File: src/rtl/tmr_fault_logger_pkg.sv
// Shared constants for the TMR fault logger: register offsets, log entry layout, STATUS bits.
// Timestamping is controlled by the FAULT_LOG_TIMESTAMP_EN macro in the top level.
package tmr_fault_logger_pkg;

    // Register offsets, decoded from wbs_adr_i[3:2]
    localparam logic [1:0] RegStatus = 2'd0;
    localparam logic [1:0] RegPop    = 2'd1;
    localparam logic [1:0] RegClear  = 2'd2;
    localparam logic [1:0] RegTotal  = 2'd3;

    // Log entry layout: [31:8] timestamp, [7:6] zero, [5:0] fault vector
    localparam int unsigned EntryW     = 32;
    localparam int unsigned EntryFvLsb = 0;
    localparam int unsigned EntryFvW   = 6;
    localparam int unsigned EntryTsLsb = 8;
    localparam int unsigned EntryTsW   = 24;

    // STATUS register layout
    localparam int unsigned StatusCountLsb = 0;
    localparam int unsigned StatusCountW   = 8;
    localparam int unsigned StatusEmptyBit = 15;
    localparam int unsigned StatusOvfBit   = 16;

    localparam int unsigned TotalW = 16;

    typedef enum logic {
        BusIdle,
        BusResp
    } bus_state_e;

endpackage

File: src/rtl/tmr_fault_logger_fault_fifo.sv
// Synchronous FIFO holding fault log entries; push and pop may occur in the same cycle,
// so a push into a full FIFO is accepted when a pop frees the head slot at the same time.
module tmr_fault_logger_fault_fifo #(
    parameter int unsigned Width = 32,
    parameter int unsigned Depth = 8
) (
    input  logic                   clk_i,
    input  logic                   rst_ni,
    input  logic                   clr_i,
    input  logic                   push_i,
    input  logic [Width-1:0]       wdata_i,
    input  logic                   pop_i,
    output logic [Width-1:0]       rdata_o,
    output logic                   full_o,
    output logic                   empty_o,
    output logic [$clog2(Depth):0] count_o
);

    localparam int unsigned PtrW = $clog2(Depth);
    localparam int unsigned CntW = PtrW + 1;

    logic [PtrW-1:0]  wr_ptr_q, wr_ptr_d;
    logic [PtrW-1:0]  rd_ptr_q, rd_ptr_d;
    logic [CntW-1:0]  count_q, count_d;
    logic [Width-1:0] mem_q [Depth];
    logic             push_en, pop_en;

    assign empty_o = (count_q == '0);
    assign full_o  = (count_q == CntW'(Depth));
    assign count_o = count_q;
    assign rdata_o = mem_q[rd_ptr_q];

    always_comb begin
        pop_en   = pop_i && !empty_o && !clr_i;
        push_en  = push_i && !clr_i && (!full_o || pop_en);
        wr_ptr_d = wr_ptr_q;
        rd_ptr_d = rd_ptr_q;
        count_d  = count_q;
        if (clr_i) begin
            wr_ptr_d = '0;
            rd_ptr_d = '0;
            count_d  = '0;
        end else begin
            if (push_en) begin
                wr_ptr_d = wr_ptr_q + PtrW'(1);
            end
            if (pop_en) begin
                rd_ptr_d = rd_ptr_q + PtrW'(1);
            end
            count_d = count_q + CntW'(push_en) - CntW'(pop_en);
        end
    end

    always_ff @(posedge clk_i or negedge rst_ni) begin
        if (!rst_ni) begin
            wr_ptr_q <= '0;
            rd_ptr_q <= '0;
            count_q  <= '0;
        end else begin
            wr_ptr_q <= wr_ptr_d;
            rd_ptr_q <= rd_ptr_d;
            count_q  <= count_d;
        end
    end

    // Storage needs no reset: entries are only visible through the count
    always_ff @(posedge clk_i) begin
        if (push_en) begin
            mem_q[wr_ptr_q] <= wdata_i;
        end
    end

endmodule

File: src/rtl/tmr_fault_logger.sv
// Logs changes of the TMR voter mismatch flags into a FIFO readable over a simple bus.
// Define FAULT_LOG_TIMESTAMP_EN to add a free-running timestamp to each log entry.
module tmr_fault_logger
    import tmr_fault_logger_pkg::*;
#(
    parameter int unsigned WORD_SIZE = 32,
    parameter logic [19:0] ADDRBASE  = 20'h3002_0,
    parameter int unsigned DEPTH     = 8,
    parameter int unsigned TS_WIDTH  = 24
) (
    input  logic                 clk,
    input  logic                 rst,
    input  logic [2:0]           output_io_error,
    input  logic [2:0]           trx_error,
    input  logic                 valid_i,
    input  logic                 wbs_we_i,
    input  logic [31:0]          wbs_adr_i,
    input  logic [WORD_SIZE-1:0] wdata_i,
    input  logic [3:0]           wstrb_i,
    output logic                 ready_o,
    output logic [WORD_SIZE-1:0] rdata_o,
    output logic                 fault_irq
);

    localparam int unsigned CntW = $clog2(DEPTH) + 1;

    // Reset asserts asynchronously and releases two clock edges later
    logic [1:0] rst_sync_q, rst_sync_d;
    logic       rst_n_int;

    assign rst_sync_d = {rst_sync_q[0], 1'b1};
    assign rst_n_int  = rst_sync_q[1];

    always_ff @(posedge clk or negedge rst) begin
        if (!rst) begin
            rst_sync_q <= '0;
        end else begin
            rst_sync_q <= rst_sync_d;
        end
    end

    logic [5:0]        fv;
    logic [5:0]        fv_q, fv_d;
    logic              fault_event;
    logic              overflow_q, overflow_d;
    logic [TotalW-1:0] total_q, total_d;
    logic [EntryTsW-1:0] entry_ts;
    logic [EntryW-1:0] entry;

    assign fv          = {trx_error, output_io_error};
    assign fault_event = (fv != fv_q) && (fv != '0);

`ifdef FAULT_LOG_TIMESTAMP_EN
    logic [TS_WIDTH-1:0] ts_q, ts_d;

    assign ts_d     = ts_q + TS_WIDTH'(1);
    assign entry_ts = EntryTsW'(ts_q);

    always_ff @(posedge clk or negedge rst_n_int) begin
        if (!rst_n_int) begin
            ts_q <= '0;
        end else begin
            ts_q <= ts_d;
        end
    end
`else
    logic [TS_WIDTH-1:0] unused_ts;

    assign unused_ts = '0;
    assign entry_ts  = '0;
`endif

    always_comb begin
        entry = '0;
        entry[EntryTsLsb +: EntryTsW] = entry_ts;
        entry[EntryFvLsb +: EntryFvW] = fv;
    end

    bus_state_e      state_q, state_d;
    logic            ready_q, ready_d;
    logic [EntryW-1:0] rdata_q, rdata_d;
    logic [1:0]      reg_off;
    logic            accept, clear_req, pop_req;
    logic [EntryW-1:0] rd_word;

    logic [EntryW-1:0] fifo_rdata;
    logic              fifo_full, fifo_empty;
    logic [CntW-1:0]   fifo_count;

    assign reg_off   = wbs_adr_i[3:2];
    assign accept    = valid_i && (wbs_adr_i[31:12] == ADDRBASE) && (state_q == BusIdle);
    assign clear_req = accept && wbs_we_i && (wstrb_i != 4'h0) && (reg_off == RegClear);
    assign pop_req   = accept && !wbs_we_i && (reg_off == RegPop);

    tmr_fault_logger_fault_fifo #(
        .Width(EntryW),
        .Depth(DEPTH)
    ) u_fault_fifo (
        .clk_i  (clk),
        .rst_ni (rst_n_int),
        .clr_i  (clear_req),
        .push_i (fault_event && !clear_req),
        .wdata_i(entry),
        .pop_i  (pop_req),
        .rdata_o(fifo_rdata),
        .full_o (fifo_full),
        .empty_o(fifo_empty),
        .count_o(fifo_count)
    );

    always_comb begin
        rd_word = '0;
        case (reg_off)
            RegStatus: begin
                rd_word[StatusOvfBit]   = overflow_q;
                rd_word[StatusEmptyBit] = fifo_empty;
                rd_word[StatusCountLsb +: StatusCountW] = StatusCountW'(fifo_count);
            end
            RegPop:   rd_word = fifo_empty ? '0 : fifo_rdata;
            RegTotal: rd_word = {{(EntryW - TotalW){1'b0}}, total_q};
            default:  rd_word = '0;
        endcase
    end

    // A full FIFO only overflows when no pop frees a slot in the same cycle
    always_comb begin
        fv_d       = fv;
        overflow_d = overflow_q;
        total_d    = total_q;
        if (clear_req) begin
            overflow_d = 1'b0;
            total_d    = '0;
        end else if (fault_event) begin
            if (total_q != '1) begin
                total_d = total_q + TotalW'(1);
            end
            if (fifo_full && !pop_req) begin
                overflow_d = 1'b1;
            end
        end
    end

    always_ff @(posedge clk or negedge rst_n_int) begin
        if (!rst_n_int) begin
            fv_q       <= '0;
            overflow_q <= 1'b0;
            total_q    <= '0;
        end else begin
            fv_q       <= fv_d;
            overflow_q <= overflow_d;
            total_q    <= total_d;
        end
    end

    always_comb begin
        state_d = state_q;
        ready_d = 1'b0;
        rdata_d = '0;
        case (state_q)
            BusIdle: begin
                if (accept) begin
                    state_d = BusResp;
                    ready_d = 1'b1;
                    rdata_d = wbs_we_i ? '0 : rd_word;
                end
            end
            BusResp: state_d = BusIdle;
            default: state_d = BusIdle;
        endcase
    end

    always_ff @(posedge clk or negedge rst_n_int) begin
        if (!rst_n_int) begin
            state_q <= BusIdle;
            ready_q <= 1'b0;
            rdata_q <= '0;
        end else begin
            state_q <= state_d;
            ready_q <= ready_d;
            rdata_q <= rdata_d;
        end
    end

    assign ready_o   = ready_q;
    assign rdata_o   = WORD_SIZE'(rdata_q);
    assign fault_irq = !fifo_empty || overflow_q;

    logic unused_bits;
    assign unused_bits = ^{wdata_i, wbs_adr_i[11:4], wbs_adr_i[1:0]};

endmodule

File: config.mk
export PLATFORM = sky130hd
export DESIGN_NAME = tmr_fault_logger
export DESIGN_NICKNAME = d
export VERILOG_FILES = /design/src/rtl/tmr_fault_logger_pkg.sv /design/src/rtl/tmr_fault_logger_fault_fifo.sv /design/src/rtl/tmr_fault_logger.sv
export SDC_FILE = /design/constraint.sdc
export NUM_CORES = 1
export LEC_CHECK = 0
export BUFFER_PORTS_ARGS = -buffer_cell sky130_fd_sc_hd__clkbuf_2
export CORE_MARGIN = 2
export CORE_UTILIZATION = 53
export DETAILED_ROUTE_END_ITERATION = 8
export PLACE_DENSITY = 0.79
export SLEW_MARGIN = 20
export SYNTH_ARGS = -nofsm -noshare
export SYNTH_HDL_FRONTEND = slang
export SYNTH_SLANG_ARGS = --single-unit
File: constraint.sdc
create_clock -name clk -period 1.7 [get_ports clk]
set_input_delay 0.17 -clock clk [delete_from_list [all_inputs] [get_ports clk]]
set_output_delay 0.17 -clock clk [all_outputs]
set_load 0.02 [all_outputs]
Yosys cells after proc, flatten, opt, wreduce, memory -nomap -nowiden
Memories as Yosys holds them, arrays and structs flattened.
Cells that the tools add are included.
Operators by class
  add/sub/neg operators: 5
  equal/unequal tests: 7
  muxes and demuxes: 24
  bitwise logic cells: 1
  reductions and logical operators: 32
Operators by type and width (count)
  32-bit two-way mux: 4
  16-bit two-way mux: 3
  8-bit one-hot mux with 3 select lines: 1
  20-bit by 18-bit == test with 1-bit output (second input constant): 1
  16-bit by 1-bit adder with 16-bit output (second input constant): 1
  16-bit != test (second input constant): 1
  15-bit two-way mux: 1
  1-bit logical AND: 14
  7-bit one-hot mux with 2 select lines: 1
  3-bit two-way mux: 4
  2-bit nonzero test: 5
  1-bit two-way mux: 7
  3-bit by 1-bit adder with 3-bit output (second input constant): 2
  6-bit != test: 1
  2-bit one-hot mux with 3 select lines: 1
  6-bit nonzero test: 1
  1-bit logical NOT: 5
  4-bit by 1-bit adder with 4-bit output: 1
  2-bit == test (second input constant): 2
  4-bit == test (second input constant): 1
  4-bit logical NOT: 1
  4-bit two-way mux: 1
  2-bit AND reduction: 2
  4-bit nonzero test: 1
  other kinds (6): 7
Word-level totals
  flip-flop bits (word level): 69
  RAM bits: 48
  bits of input ports: 78
  output and inout bits: 34
  memories kept: 1
Memories
  u_fault_fifo.mem_q: depth 8, bits a word 6, rd ports 1, clocked after Yosys merged registers in 0, wr ports 1, RTL line tmr_fault_logger_fault_fifo.sv:25  | logic [Width-1:0] mem_q [Depth];

Depth between registers and ports, before layout
Gate-level depths: netlist of the first run.
  word-level depth: 13
  mapped depth: 12
  depth with buffers taken out: 12

Cells and area by module
Synthesis of the first run repeated with hierarchy kept, for this count alone.
Second synthesis, totals
  cells, all modules: 703
  area total of the unflattened synthesis: 13016.2 um^2
By module, submodules not included
  tmr_fault_logger_fault_fifo: instances 1, cells an instance 458, area each 10398.7 um^2, sequential area each 7937.6 um^2
  tmr_fault_logger: instances 1, cells an instance 245, area each 2617.5 um^2, sequential area each 1451.4 um^2

Worst setup path after synthesis of the first run
No wires, ideal clock.
  path kind: flip-flop to flip-flop
  from: reg ready_o (netlist name)
  to: mem u_fault_fifo.mem_q[4][0] in the netlist's numbering (enable)
  data arrival time: 2.284 ns
  required time: 1.314 ns
  slack: -0.970 ns
  cell stages (with the launch flop): 7
  buffers on the path: 1
  clock period less this slack: 2.670 ns
  path through: dfrtp_1 -> nor4b_1 -> and4_2 -> clkbuf_1 -> a31oi_4 -> nor3_4 -> nor4bb_1
RTL lines (RTL line)
  end: declaration: tmr_fault_logger_fault_fifo.sv:25

==> results of run 1 <==
[cells in the mapped netlist (all sizes together) (6+ instances only)]
cell	instances
a21oi	15
and2	9
buf	23
clkbuf	7
dfrtp	53
edfxtp	48
ha	14
inv	16
mux2	6
mux4	12
nand2	13
nand3	8
nand4	6
nor2	18
nor3	7
nor4	6
o21ai	6
o31ai	12
or4	11
xnor2	6
[state kept, by name, indices dropped and copies added, names as in the netlist]
name                   flops
u_fault_fifo.mem_q        48
rdata_o                   17
total_q                   16
fv_q                       6
u_fault_fifo.count_o       4
u_fault_fifo.rd_ptr_q      3
u_fault_fifo.wr_ptr_q      3
rst_sync_q                 2
overflow_q                 1
ready_o                    1
[cell families after synthesis]
kind of cell / Yosys count
compound gates: 50
other cells: 2
xor+xnor: 9
flops: 101
fa+ha+maj: 15
mux: 19
simple gates: 105
buf+inv: 46
[how the worst max path moves through the flow]
stage	cells past startpoint	end	startpoint	slack [ps]
finish	8	u_fault_fifo.count_o[1]	ready_o	-580
global route	10	u_fault_fifo.count_o[1]	u_fault_fifo.count_o[2]	-690
CTS	10	u_fault_fifo.count_o[1]	u_fault_fifo.count_o[2]	-530
detailed placement	9	u_fault_fifo.mem_q[4][5]	wbs_adr_i[16]	-630
global placement	9	u_fault_fifo.mem_q[4][2]	wbs_adr_i[16]	-580
floorplan	9	u_fault_fifo.count_o[1]	ready_o	-570
[routing by layer]
layer	track usage, %	wire length (µm)	vias up	share of wire, %
li1	-	-	1557	-
met1	32.73	5320	1854	39
met2	40.16	6920	212	50
met3	3.525	955	52	7.0
met4	6.838	528	0	3.8
met5	0	0	-	0
[cell type report]
type	count	area (µm²)	share of cell area, %
flip-flops and latches	101	2771	43.35
repair buffers	142	1120	17.51
clock inverters	4	33.78	0.5284
well taps	108	135.1	2.114
clock buffers	12	135.1	2.114
inverters	16	60.06	0.9393
multi-input cells	214	2138	33.44
[worst max-delay path, cell delays in order (launching register included)]
cell     delay (ps)
dfrtp_2         420
nor4b_2         270
and4_4          300
and3_4          200
ha_4            190
inv_2            70
ha_4            150
fa_2            430
and2_1          140
[power groups by stage]
stage               Combinational (mW)  Clock [mW]  Sequential (mW)
detailed placement                2.43           0             3.55
global route                      3.33        1.50             3.60
finish                            3.12        1.42             3.57
floorplan                         1.37           0             3.56
CTS                               2.61        1.40             3.50
global placement                  2.32           0             3.51
[stage by stage]
step,area [µm²],cells
detailed placement,5544,556
floorplan,4835,361
global route,6394,597
finish,6394,597
global placement,5544,556
CTS,5953,582
[cells in the final DEF (no fill, tap or decap), drive strengths merged, types with 8 or more instances in the layout]
cell type,netlist,layout
edfxtp,48,48
a21oi,15,15
dfrtp,53,53
inv,16,17
and2,9,9
or4,11,11
buf,23,82
clkbuf,7,69
conb,2,16
nand2,13,13
o31ai,12,12
mux4,12,12
nand3,8,8
nor2,18,18
ha,14,14
[timing repair]
action	4_1_cts	5_1_grt
resized for setup	31	66
hold buffers	3	0
hold endpoints to repair	4	0
setup buffers	6	12
gates cloned	2	5
setup endpoints to repair	86	91
pin swaps	16	35
==> impl_metrics.tcl, run 1 <==
set metrics [dict create \
    crit_required_ps 1980 \
    via_per_inst 6.156 \
    antenna_found_initial 0 \
    hpwl_mm 7.481 \
    yosys_warnings 0 \
    grt_pass1_wl_mm 17.75 \
    clock_power_share_pct 17.5 \
    first_pass_iters 5 \
    pwr-share-seq_pct 44.0 \
    gp_congestion 0.9183 \
    irDropWorstVdd_uv 941.4 \
    fin_nets 577 \
    grt_setup_unrepaired "true" \
    skew_ps 9.515 \
    syn_inst 347 \
    num_io_pins 112 \
    end_kind "register" \
    worst_hold_slack_ps 88.94 \
    drtAntennaViolNets 0 \
    synth_top_area_share_pct 31.03 \
    report.final.slew_viol_count 0 \
    grt_use_total_pct 23.89 \
    netlist_area_um2 4644 \
    first_global_vias 3426 \
    wirelength_mm 13.73 \
    detailedPlace.worstSlack_ps -625.0 \
    slew-limit-headroom_pct 59.87 \
    synthArstFlopShare_pct 52.48 \
    hold_depth 2 \
    finalPower_mw 8.107 \
    cts_tree "built" \
    vias 3675 \
    clockRootBuffer "clkbuf_8" \
    routedWlPerCell_um 22.99 \
    num_antenna_cells 0 \
    crit_type "register to register" \
    p_leak_nw 2.689 \
    synth.distinct_cells 50 \
    final-hold-violation-count 0 \
    ys_seq_area_share_pct 59.59 \
    setup_viol 92 \
    post-route-min-period_ps 2284 \
    clkTransAtPathRegs_ps 100 \
    ys.flop_type "dfrtp_1" \
    setup_ws_ps -583.6 \
    cts_buffers 9 \
    cp_max_fo 4 \
    synthMuxAreaShare_pct 7.489 \
    p_per_area_nw_per_um2 1268 \
    status "finished with violations" \
    p_int_mw 5.298 \
    r2r_slack_ps -580 \
    clkLatencyLatePin_ps 380 \
    die_y_um 97.61 \
    synthXorXnorAreaFrac_pct 1.697 \
    r2r_cells 8 \
    initial_core_util_pct 54.05 \
    final.setup.tns_ps -31710 \
    die-width_um 97.61 \
    final_util_pct 74.40 \
    p_switching_mw 2.808 \
    timing.fmax_ghz 0.4379 \
    synth_edf_count 48 \
    ys_ff_latch 101 \
    tightestPinTransition_ps 599.8 \
    floorplan.core_area_um2 8593 \
    hp-start "trx_error[2]" \
    drc 0 \
    yosysTopAreaCell "edfxtp_1" \
    synth_top_family_by_area "simple AND/OR/NAND/NOR gates" \
    drive_above_1_share_pct 51.33 \
    worst_r2r_endpoint "u_fault_fifo.count_o[1]" \
    switching_share_pct 34.64 \
    fin_crit_sh_pct 134.3 \
    r2r-start "ready_o" \
    syn_avg_cell_area_um2 13.38 \
    cp.arrival_ps 2560 \
    area_growth_pct 37.66 \
    yosys.area_share.simple_pct 14.09 \
    cts.path.max_buffers 2 \
    grt_overflow 0 \
    fillers 504 \
    min_path_type "input port to register" \
    grt_max_degree 28 \
    min_to "fv_q[5]" \
    clock_sinks 101 \
    drtIter0Drc 422 \
    synthAdderAreaFrac_pct 4.203 \
    synth_area_leaders "edfxtp_1 (31%), dfrtp_1 (29%), mux4_2 (5.8%)" \
    synth_compound_area_share_pct 7.597 \
    row_count 34 \
    violations "setup timing" \
    die-area_um2 9528 \
    pwr-share-comb_pct 38.5 \
    portBuffers 54 \
    htreeDepth 3 \
    startpoint_type "register" \
    maxCapViolations 0 \
]
(Power assumes the default switching activity.)
==> run 2: changes to the inputs <==
- CTS_BUF_LIST: default -> sky130_fd_sc_hd__clkbuf_16
==> run 2 against run 1 <==
Effect of this change:
- the flow still finishes with violations (setup timing)
- clock power increased by 36%
- worst hold slack improved by 25 ps
- design area increased by 5.4%
- register-to-register slack got worse by 70 ps
- non-clock buffer count increased by 4
- critical path type unchanged
- highest routed layer unchanged
==> impl_metrics.tcl, run 2 (synthesis gave the netlist of run 1 again) <==
set metrics [dict create \
    portBuffers 54 \
    drc 0 \
    grt_overflow 0 \
    drtIter0Drc 389 \
    largest_register "u_fault_fifo.mem_q" \
    cp_num_buf_inv 2 \
    dpl_cell_area_um2 5544 \
    use_met3_pct 6.043 \
    hpwl_mm 7.481 \
    final_cell_mix "buf_4 (62), clkbuf_2 (53), dfrtp_1 (50), edfxtp_1 (48)" \
    slowest_delay_ps 420 \
    setup_viol 92 \
    irDropWorstVdd_uv 965.0 \
    final.setup.tns_ps -38810 \
    end_kind "register" \
    crit_type "register to register" \
    area_growth_pct 45.07 \
    first_global_vias 3743 \
    row_count 34 \
    die-width_um 97.61 \
    detailedPlace.worstSlack_ps -625.0 \
    cp_max_fo 2 \
    clock_sinks 101 \
    cts_tree "built" \
    cts.path.max_buffers 2 \
    die_y_um 97.61 \
    skew_ps 8.124 \
    layout_commonest_cell "buf_4" \
    wirelength_mm 15.24 \
    clockRootBuffer "clkbuf_16" \
    critical-path-slowest-cell "fa_2" \
    fin_nets 581 \
    gr-usage-met2_pct 47.06 \
    violations "setup timing" \
    final-hold-violation-count 0 \
    tightestPinTransition_ps 578.2 \
    post-route-min-period_ps 2353 \
    p_leak_nw 2.821 \
    die-area_um2 9528 \
    num_io_pins 112 \
    report.final.slew_viol_count 0 \
    busiest_layer "met2" \
    cts_buffers 9 \
    final_area_um2 6738 \
    status "finished with violations" \
    grt_pass1_wl_mm 20.44 \
    gp_congestion 0.9183 \
    crit_required_ps 1940 \
    routedWlPerCell_um 25.36 \
    vias 3885 \
    antenna_found_initial 0 \
    first_pass_iters 5 \
    finalPower_mw 9.052 \
    clkLatencyLatePin_ps 350 \
    grt_use_total_pct 28.39 \
    min_path_type "input port to register" \
    num_antenna_cells 0 \
    largest_reg_flops 48 \
    critPathTopFamily "adder cells" \
    p_per_area_nw_per_um2 1343 \
    maxCapViolations 0 \
    cp.arrival_ps 2590 \
    htreeDepth 3 \
    clkTransAtPathRegs_ps 70 \
    drtAntennaViolNets 0 \
    slew-limit-headroom_pct 61.31 \
    startpoint_type "register" \
    grt_max_degree 28 \
    timing.fmax_ghz 0.4250 \
    grt_util_met1_pct 36.84 \
    grt_setup_unrepaired "true" \
    via_per_inst 6.464 \
    crit_chain "inv_2 -> ha_2 -> nor3b_4 -> nor3_2 -> buf_4 -> a31oi_4 -> nor3_4 -> ha_4 -> fa_2 -> and2_1" \
    setup_ws_ps -653.0 \
    floorplan.core_area_um2 8593 \
    drive_above_1_share_pct 54.97 \
    fin_crit_sh_pct 138.4 \
    initial_core_util_pct 54.05 \
]
run 2: changes by cell type in the layout (fill, tap and decap cells not counted), sizes merged:
cell,delta
clkbuf,-6
buf,+7
inv,+3
run 2: path summary, 6_finish.rpt:
path | startpoint | endpoint | slack, ps | depth (start not counted)
min | trx_error[2] | fv_q[5] | 110 | 2
min in group asynchronous | rst | rst_sync_q[0] | 130 | 2
max in group asynchronous | rst_sync_q[1] | ready_o | 980 | 1
max | u_fault_fifo.count_o[2] | u_fault_fifo.count_o[1] | -650 | 10
min reg2reg | rst_sync_q[1] | fv_q[5] | 200 | 0
max reg2reg | u_fault_fifo.count_o[2] | u_fault_fifo.count_o[1] | -650 | 10
run 2: layer usage:
metal  vias to the layer above  routed length (µm)
met5                         -                   0
met4                         0                 694
met3                        70                1320
met2                       290                7537
met1                      1959                5690
li1                       1566                   -
run 2: cell type report:
class / count / area [µm²]
Fill cell: 456 / 1856
Multi-Input combinational cell: 214 / 2266
Inverter: 16 / 60.06
Sequential cell: 101 / 2771
Clock buffer: 9 / 225.2
Clock inverter: 7 / 45.04
Timing Repair Buffer: 146 / 1235
Tap cell: 108 / 135.1
run 2: where the power goes:
part	internal, mW	switching, mW	leakage, nW
clock network	0.991	0.940	0.145
registers	3.20	0.424	1.09
logic	1.72	1.78	1.59
total	5.91	3.14	2.82
run 2: through the flow:
| stage | std cells | util, % | hold slack, ps |
|---|---|---|---|
| finish | 601 | 78.41 | 114.1 |
| global route | 601 | 78.41 | 124.8 |
| CTS | 596 | 74.16 | 120.9 |
| detailed placement | 556 | 64.52 | -41.39 |
| global placement | 556 | 64.52 | -44.99 |
| floorplan | 361 | - | -125.6 |
run 2: timing repair:
item / CTS / global route
pin swaps: 30 / 43
gates cloned: 8 / 0
resized for setup: 65 / 72
endpoints found under the hold margin: 4 / 0
hold buffers: 3 / 0
setup buffers: 14 / 8
setup endpoints to repair: 86 / 90
==> run 3: changes to the inputs <==
- SKIP_CTS_REPAIR_TIMING: default -> 1
==> run 3 against run 2 <==
Effect of this change:
- the flow still finishes with violations (setup timing)
- wire length decreased by 16%
- sequential share of layout area increased by 2.5 points
- combinational power decreased by 16%
- non-clock buffer count decreased by 4
- global-route usage decreased by 6.2 points
- worst hold slack got worse by 20 ps
- design area decreased by 5.8%
- die area unchanged
- via count decreased by 6.6%
- sequential cell count unchanged
- critical endpoint unchanged
==> impl_metrics.tcl, run 3 (synthesis gave the netlist of run 1 again) <==
set metrics [dict create \
    num_antenna_cells 0 \
    timing.fmax_ghz 0.4179 \
    largest_register "u_fault_fifo.mem_q" \
    routedWlPerCell_um 21.43 \
    area_growth_pct 36.64 \
    startpoint_type "register" \
    final-hold-violation-count 0 \
    vias 3629 \
    hpwl_mm 7.481 \
    grt_util_met1_pct 30.70 \
    clkLatencyLatePin_ps 350 \
    worst_hold_slack_ps 94.02 \
    crit_type "register to register" \
    grt_setup_unrepaired "true" \
    htreeDepth 3 \
    largest_reg_flops 48 \
    dpl.cell_count 556 \
    portBuffers 54 \
    via_per_inst 6.079 \
    initial_core_util_pct 54.05 \
    final.setup.tns_ps -34470 \
    setup_viol 91 \
    die-area_um2 9528 \
    skew_ps 9.525 \
    cp.arrival_ps 2680 \
    drc 0 \
    cp_max_fo 2 \
    busiest_layer "met2" \
    end_kind "register" \
    grt_use_total_pct 22.24 \
    r2r-start "u_fault_fifo.count_o[2]" \
    die-width_um 97.61 \
    hp-start "trx_error[2]" \
    crit_required_ps 1980 \
    fin_nets 577 \
    clockRootBuffer "clkbuf_16" \
    row_count 34 \
    drtIter0Drc 376 \
    final_cell_mix "buf_4 (66), clkbuf_2 (53), dfrtp_1 (50), edfxtp_1 (48), conb_1 (16)" \
    report.final.slew_viol_count 0 \
    gr-usage-met2_pct 36.45 \
    gp_congestion 0.9183 \
    cts_tree "built" \
    fin_cells 597 \
    status "finished with violations" \
    use_met3_pct 3.885 \
    p_leak_nw 2.698 \
    antenna_found_initial 0 \
    cts.path.max_buffers 2 \
    die_y_um 97.61 \
    grt_overflow 0 \
    finalPower_mw 8.426 \
    fin_crit_sh_pct 140.7 \
    crit_path_start "u_fault_fifo.count_o[2]" \
    tightestPinTransition_ps 554.1 \
    violations "setup timing" \
    min_path_type "input port to register" \
    maxCapViolations 0 \
    grt_max_degree 39 \
    setup_ws_ps -692.7 \
    floorplan.core_area_um2 8593 \
    drive_above_1_share_pct 49.08 \
    p_per_area_nw_per_um2 1328 \
    wirelength_mm 12.80 \
    clock_sinks 101 \
    layout_commonest_cell "buf_4" \
    drtAntennaViolNets 0 \
    grt_pass1_wl_mm 16.73 \
    first_pass_iters 6 \
    cts_buffers 9 \
    post-route-min-period_ps 2393 \
    fillers 511 \
    clkTransAtPathRegs_ps 70 \
    first_global_vias 3324 \
    num_io_pins 112 \
    irDropWorstVdd_uv 844.7 \
    slew-limit-headroom_pct 62.92 \
]
run 3: stage by stage:
stage	instance area, µm²	setup slack, ps	util (%)
finish	6346	-692.7	73.85
global placement	5544	-577.1	64.52
global route	6346	-755.1	73.85
floorplan	4835	-568.8	-
CTS	5814	-594.7	67.66
detailed placement	5544	-625.0	64.52
run 3: path summary, 6_finish.rpt:
path,depth (start not counted),to,slack (ps)
worst max-delay path,11,u_fault_fifo.count_o[1],-690
worst min-delay path,2,fv_q[5],90
worst max register to register,11,u_fault_fifo.count_o[1],-690
worst min register to register,0,fv_q[3],190
max in group asynchronous,1,u_fault_fifo.rd_ptr_q[0],1010
min in group asynchronous,2,rst_sync_q[0],140
run 3: layout make-up:
cell class | instances | area [µm²] | share of cell area [%]
clock buffers | 9 | 225.2 | 3.549
clock inverters | 7 | 45.04 | 0.7098
inverters | 16 | 60.06 | 0.9464
multi-input cells | 214 | 2027 | 31.94
flip-flops and latches | 101 | 2771 | 43.67
well taps | 108 | 135.1 | 2.129
repair buffers | 142 | 1082 | 17.05
run 3: worst max-delay path, stage by stage (launching register included):
cell,delay [ps]
dfrtp_1,390
inv_2,80
ha_4,120
nor3b_4,230
nor3_2,80
buf_4,130
and3_4,180
ha_4,260
inv_2,40
ha_4,160
fa_2,550
and2_1,120
run 3: routing by layer:
layer | part of all wire, % | vias up
met1 | 41 | 1856
li1 | - | 1554
met3 | 6.0 | 31
met5 | 0 | -
met2 | 50 | 188
met4 | 2.7 | 0
run 3: power breakdown:
part           total (mW)  switching [mW]  internal, mW
combinational        2.94            1.48          1.46
clock                1.91           0.921         0.991
sequential           3.58           0.377          3.20
total                8.43            2.78          5.65
